File: src/rtl/prt_pkg.sv
// -----------------------------------------------------------------------------
// prt_pkg
// Shared types and constants for the PRT bit-table access controller.
//   prt_op_e     : request opcodes carried on req_op
//   prt_state_e  : controller FSM states
//   PRT_ADDR_W   : default table address width
//   PRT_READ_LAT : default BRAM read latency (clka edges)
// -----------------------------------------------------------------------------
package prt_pkg;

   localparam int PRT_ADDR_W   = 16;
   localparam int PRT_READ_LAT = 2;

   typedef enum logic [1:0] {
      OP_READ         = 2'd0,
      OP_SET          = 2'd1,
      OP_CLEAR        = 2'd2,
      OP_TEST_AND_SET = 2'd3
   } prt_op_e;

   typedef enum logic [2:0] {
      ST_INIT    = 3'd0,
      ST_IDLE    = 3'd1,
      ST_ISSUE   = 3'd2,
      ST_WAIT    = 3'd3,
      ST_CAPTURE = 3'd4,
      ST_WRITE   = 3'd5,
      ST_RESP    = 3'd6
   } prt_state_e;

endpackage

File: src/rtl/prt_access_ctrl.sv
// -----------------------------------------------------------------------------
// prt_access_ctrl
// Request/response front-end owning port A of the PRT bit-table BRAM.
// Converts single-word ops (READ, SET, CLEAR, TEST_AND_SET) into BRAM port-A
// cycles behind a valid/ready handshake, one op outstanding at a time.
//
// Parameters
//   ADDR_W    table address width (depth 2**ADDR_W)
//   READ_LAT  BRAM read latency in clka edges, 1..4
//
// Ports
//   clka, rsta            clock and synchronous active-high reset
//   req_valid/req_ready   request handshake; req_op, req_addr latched on accept
//   rsp_valid/rsp_ready   response handshake; rsp_data held until accepted
//   init_done             table ready for traffic
//   bram_we/addr/din      registered drive of PRT port A
//   bram_dout             PRT port A read data
//
// Build option
//   PRT_INIT_CLEAR_EN     when defined, every reset is followed by a sweep that
//                         writes 0 to the whole table before init_done rises.
// -----------------------------------------------------------------------------
module prt_access_ctrl
   import prt_pkg::*;
#(
   parameter int ADDR_W   = PRT_ADDR_W,
   parameter int READ_LAT = PRT_READ_LAT
) (
   input  logic              clka,
   input  logic              rsta,
   input  logic              req_valid,
   output logic              req_ready,
   input  logic [1:0]        req_op,
   input  logic [ADDR_W-1:0] req_addr,
   output logic              rsp_valid,
   input  logic              rsp_ready,
   output logic              rsp_data,
   output logic              init_done,
   output logic              bram_we,
   output logic [ADDR_W-1:0] bram_addr,
   output logic              bram_din,
   input  logic              bram_dout
);

   localparam logic [1:0] LAT_LOAD = 2'(READ_LAT - 1);

`ifdef PRT_INIT_CLEAR_EN
   localparam prt_state_e RESET_STATE = ST_INIT;
`else
   localparam prt_state_e RESET_STATE = ST_IDLE;
`endif

   prt_state_e        state_q, state_d;
   prt_op_e           op_q, op_d;
   logic [1:0]        lat_cnt_q, lat_cnt_d;
   logic              bram_we_q, bram_we_d;
   logic [ADDR_W-1:0] bram_addr_q, bram_addr_d;
   logic              bram_din_q, bram_din_d;
   logic              rsp_valid_q, rsp_valid_d;
   logic              rsp_data_q, rsp_data_d;
   logic              init_done_q, init_done_d;
   logic              op_is_write;
   logic              accept;

`ifdef PRT_INIT_CLEAR_EN
   logic [ADDR_W-1:0] sweep_q, sweep_d;
   logic              sweep_done_q, sweep_done_d;
`endif

   assign req_ready   = (state_q == ST_IDLE) && init_done_q;
   assign accept      = req_valid && req_ready;
   assign op_is_write = (op_q == OP_SET) || (op_q == OP_CLEAR);

   always_comb begin
      state_d     = state_q;
      op_d        = op_q;
      lat_cnt_d   = lat_cnt_q;
      bram_we_d   = 1'b0;
      bram_addr_d = bram_addr_q;
      bram_din_d  = bram_din_q;
      rsp_valid_d = rsp_valid_q;
      rsp_data_d  = rsp_data_q;
`ifdef PRT_INIT_CLEAR_EN
      init_done_d  = init_done_q;
      sweep_d      = sweep_q;
      sweep_done_d = sweep_done_q;
`else
      init_done_d = 1'b1;
`endif

      case (state_q)
`ifdef PRT_INIT_CLEAR_EN
         ST_INIT: begin
            if (!sweep_done_q) begin
               bram_we_d   = 1'b1;
               bram_addr_d = sweep_q;
               bram_din_d  = 1'b0;
               sweep_d     = sweep_q + 1'b1;   // wraps to 0 after the last address
               if (sweep_q == {ADDR_W{1'b1}}) begin
                  sweep_done_d = 1'b1;
               end
            end else begin
               // One quiet cycle after the final write before opening for traffic.
               init_done_d = 1'b1;
               state_d     = ST_IDLE;
            end
         end
`endif
         ST_IDLE: begin
            if (accept) begin
               op_d        = prt_op_e'(req_op);
               bram_addr_d = req_addr;
               state_d     = ST_ISSUE;
               if ((req_op == OP_SET) || (req_op == OP_CLEAR)) begin
                  bram_we_d  = 1'b1;
                  bram_din_d = (req_op == OP_SET);
               end
            end
         end
         ST_ISSUE: begin
            // Writes take a single settle cycle; reads wait out the BRAM latency.
            lat_cnt_d = op_is_write ? 2'd0 : LAT_LOAD;
            state_d   = ST_WAIT;
         end
         ST_WAIT: begin
            if (lat_cnt_q != 2'd0) begin
               lat_cnt_d = lat_cnt_q - 1'b1;
            end else if (op_is_write) begin
               rsp_valid_d = 1'b1;
               rsp_data_d  = (op_q == OP_SET);
               state_d     = ST_RESP;
            end else begin
               state_d = ST_CAPTURE;
            end
         end
         ST_CAPTURE: begin
            // Address is still held, so bram_dout is stable here for any latency.
            rsp_data_d = bram_dout;
            if ((op_q == OP_TEST_AND_SET) && !bram_dout) begin
               bram_we_d  = 1'b1;
               bram_din_d = 1'b1;
               state_d    = ST_WRITE;
            end else begin
               rsp_valid_d = 1'b1;
               state_d     = ST_RESP;
            end
         end
         ST_WRITE: begin
            rsp_valid_d = 1'b1;
            state_d     = ST_RESP;
         end
         ST_RESP: begin
            if (rsp_ready) begin
               rsp_valid_d = 1'b0;
               state_d     = ST_IDLE;
            end
         end
         default: begin
            state_d = ST_IDLE;
         end
      endcase
   end

   always_ff @(posedge clka) begin
      if (rsta) begin
         state_q     <= RESET_STATE;
         op_q        <= OP_READ;
         lat_cnt_q   <= 2'd0;
         bram_we_q   <= 1'b0;
         bram_addr_q <= '0;
         bram_din_q  <= 1'b0;
         rsp_valid_q <= 1'b0;
         rsp_data_q  <= 1'b0;
         init_done_q <= 1'b0;
`ifdef PRT_INIT_CLEAR_EN
         sweep_q      <= '0;
         sweep_done_q <= 1'b0;
`endif
      end else begin
         state_q     <= state_d;
         op_q        <= op_d;
         lat_cnt_q   <= lat_cnt_d;
         bram_we_q   <= bram_we_d;
         bram_addr_q <= bram_addr_d;
         bram_din_q  <= bram_din_d;
         rsp_valid_q <= rsp_valid_d;
         rsp_data_q  <= rsp_data_d;
         init_done_q <= init_done_d;
`ifdef PRT_INIT_CLEAR_EN
         sweep_q      <= sweep_d;
         sweep_done_q <= sweep_done_d;
`endif
      end
   end

   assign bram_we   = bram_we_q;
   assign bram_addr = bram_addr_q;
   assign bram_din  = bram_din_q;
   assign rsp_valid = rsp_valid_q;
   assign rsp_data  = rsp_data_q;
   assign init_done = init_done_q;

endmodule

File: config.mk
export PLATFORM = sky130hd
export DESIGN_NAME = prt_access_ctrl
export DESIGN_NICKNAME = d
export VERILOG_FILES = /design/src/rtl/prt_pkg.sv /design/src/rtl/prt_access_ctrl.sv
export SDC_FILE = /design/constraint.sdc
export NUM_CORES = 1
export LEC_CHECK = 0
export BUFFER_PORTS_ARGS = -buffer_cell sky130_fd_sc_hd__clkbuf_2
export CAP_MARGIN = 5
export CORE_ASPECT_RATIO = 1.1
export CORE_MARGIN = 1
export CORE_UTILIZATION = 43
export CTS_CLUSTER_DIAMETER = 30
export DETAILED_ROUTE_END_ITERATION = 12
export GPL_TIMING_DRIVEN = 0
export PLACE_DENSITY = 0.71
export SLEW_MARGIN = 10
export SYNTH_ARGS = -nofsm -noshare
export SYNTH_HDL_FRONTEND = slang
export SYNTH_SLANG_ARGS = --single-unit
File: constraint.sdc
create_clock -name clka -period 2.2 [get_ports clka]
set_input_delay 0.33 -clock clka [delete_from_list [all_inputs] [get_ports clka]]
set_output_delay 0.33 -clock clka [all_outputs]
set_load 0.02 [all_outputs]
==> metrics.txt <==
via count 1232; post-synthesis sequential area ratio 44.27%; Initial Utilization 45.59%; Lkg Pwr 0.6699 nW; Port Buffers 43; Relative slew margins 67.62%; top sig layer met4; CTS Hold Buffers Added 0; switching part of the total 37.60%; mux share of post-synthesis cell area 0%; Iteration-0 DRC Markers 20; worst min-delay path class in -> reg; Tot Pwr 1.696 mW; RD Place Congestion 0.7806; largest net degree at the start of global routing 17; post-synthesis cell count 156; syn_area_per_cell 8.117 um2; Slew Viols, Final 0; post-CTS setup buffer count 0; Comb power frac 41.3%; critical path fanouts, max 7; Switch Pwr 637.8 uW; WL met3 128 um; Hold Crit Start req_addr[6]; CP Class reg -> out; total global-route track usage 19.83%; worst skew pair latency 340 ps; layout cells sized above 1 28.57%; WL final 2834 um; final net count 231; Area Overhead vs Synth 24.41%; crit start category flip-flop; Core Rows 20; Clock Tree Root clkbuf_4; Detailed Routing Iterations Pass 1 4; CTS Buffer Depth 2; Fmax 0.5634 GHz; synth warn 0; antenna violations before repair 0; clock network power share 20.1%; status complete, no violations; Crit. End Element output pin; met2 WL 1440 um; Tmin final 1775 ps; unrepaired setup endpoints after global routing no; commonest non-fill, non-tap cell in the layout clkbuf_2; main combinational cell family by area after synthesis simple AND/OR/NAND/NOR gates; final hold violation count 0; Core ar. 2778 um2; vias per std cell 5.220; vias in the first global route 1135; die area 3166 um2; XOR/XNOR Fraction of Synth Area 0%; DIE HEIGHT 58.92 um; worst slew pin tran 485.7 ps; Max Cap Viol 0; final period utilization 80.69%; area of the mapped netlist 1266 um2; VDD IR-drop max 0.6115 mV; Post-Synth Simple-Gate Area 25.69%; CTS tree done; I/O pin count 45; first-pass GRT wire length 4623 um; # diodes 0; Worst R2R Start state_q[2]; PwrDens 1077 nW/um2; cell-internal power 1.059 mW; setup violators final 0; setup_tns 0 ps; # DRC 0; Worst-path clk slew 160 ps; Routed Antenna Nets 0; Worst Skew 10.34 ps; Compound-Gate Fraction of Synth Area 20.36%; Worst Path Required 1870 ps; cts repair resizes 0; synthesis-stage register bit count 28; DP Wirelength 2159 um; highest-count cells in the layout ignoring fill and taps clkbuf_2 (43), nand2_1 (38), dfxtp_1 (28); Mapped Nets 183; crit path DAT 1450 ps; Clock Sinks 28; global route total overflow 0; post-synth cell types 32; met1 WL 1215 um; CTS buffer count 3; Worst Setup SP state_q[1]; H-tree depth 1; post-synthesis adder-cell area fraction 3.953%; post-DR wirelength/cell 12.01 um; Die X 53.74 um; Seq pwr share 38.6%
[kinds of logic (layout without fill, tap and decap cells)]
group | count (synthesis) | count (layout)
AND/OR/NAND/NOR | 65 | 65
AO/OA/AOI/OAI | 43 | 43
flip-flops | 28 | 28
buffers and inverters | 16 | 63
adder cells (fa/ha/maj) | 4 | 4
[through the flow]
step | cell area [um2] | cells | hold slack, ps | setup slack, ps | utilization, %
after floorplan | 1266 | 156 | 453.0 | 647.0 | -
final | 1575 | 236 | 190.0 | 424.9 | 56.71
after CTS | 1575 | 236 | 178.3 | 414.2 | 56.71
after global routing | 1575 | 236 | 184.6 | 323.5 | 56.71
after global placement | 1523 | 232 | 442.6 | 481.3 | 54.82
after detailed placement | 1523 | 232 | 449.0 | 474.3 | 54.82
[sequential cells by signal (all words and copies together) (netlist names)]
signal / flops
bram_we: 1
bram_addr: 16
rsp_valid: 1
init_done: 1
op_q: 2
rsp_data: 1
state_q: 3
lat_cnt_q: 2
bram_din: 1
[path summary, 6_finish.rpt]
path / endpoint / slack, ps / cells after the start
min: bram_addr[6] / 190 / 3
max reg2reg: bram_addr[13] / 620 / 6
max: req_ready / 420 / 4
min reg2reg: bram_addr[10] / 460 / 2
[power by group through the flow]
stage               logic (mW)  clock network (mW)  registers (mW)
floorplan                0.456                   0           0.728
global placement         0.682                   0           0.664
detailed placement       0.697                   0           0.669
CTS                      0.702               0.350           0.657
global route             0.778               0.367           0.668
finish                   0.700               0.342           0.655
[per-layer routing]
metal / GRT usage [%] / vias to the layer above
li1: - / 625
met1: 24.24 / 561
met2: 33.16 / 41
met3: 2.842 / 5
met4: 9.774 / 0
met5: 0 / -
[cells in the mapped netlist (all sizes together)]
master,count,share of area [%]
o211a,1,0.79
nand2b,5,2.7
nor3b,1,0.59
nand4bb,1,0.89
a21oi,26,10
or3b,1,0.89
nor4,1,0.49
dfxtp,28,44
a31oi,2,0.99
and2,1,0.49
o211ai,1,0.59
nand4b,2,1.4
nor4b,1,0.69
o32a,1,0.79
ha,4,4.0
nor3,3,2.1
a211oi,4,2.4
or2,1,0.49
o21ai,4,1.6
or3,1,0.49
inv,6,1.8
and2b,1,0.69
a221oi,1,1.2
and3,1,0.49
buf,5,2.5
nor2,7,2.1
a21o,3,1.8
nand2,38,11
clkbuf,5,1.5
[layout make-up]
type	count	area (um2)
repair buffers	43	215.2
fillers	264	1202
flip-flops and latches	28	560.5
multi-input cells	112	633.1
inverters	6	22.52
well taps	33	41.29
clock inverters	1	30.03
plain buffers	10	50.05
clock buffers	3	22.52
[critical path, stage by stage (launching register included)]
cell and delay [ps]:
dfxtp_1 340, clkbuf_1 310, inv_1 160, and3_1 170
clkbuf_2 150
(Power assumes the default switching activity.)
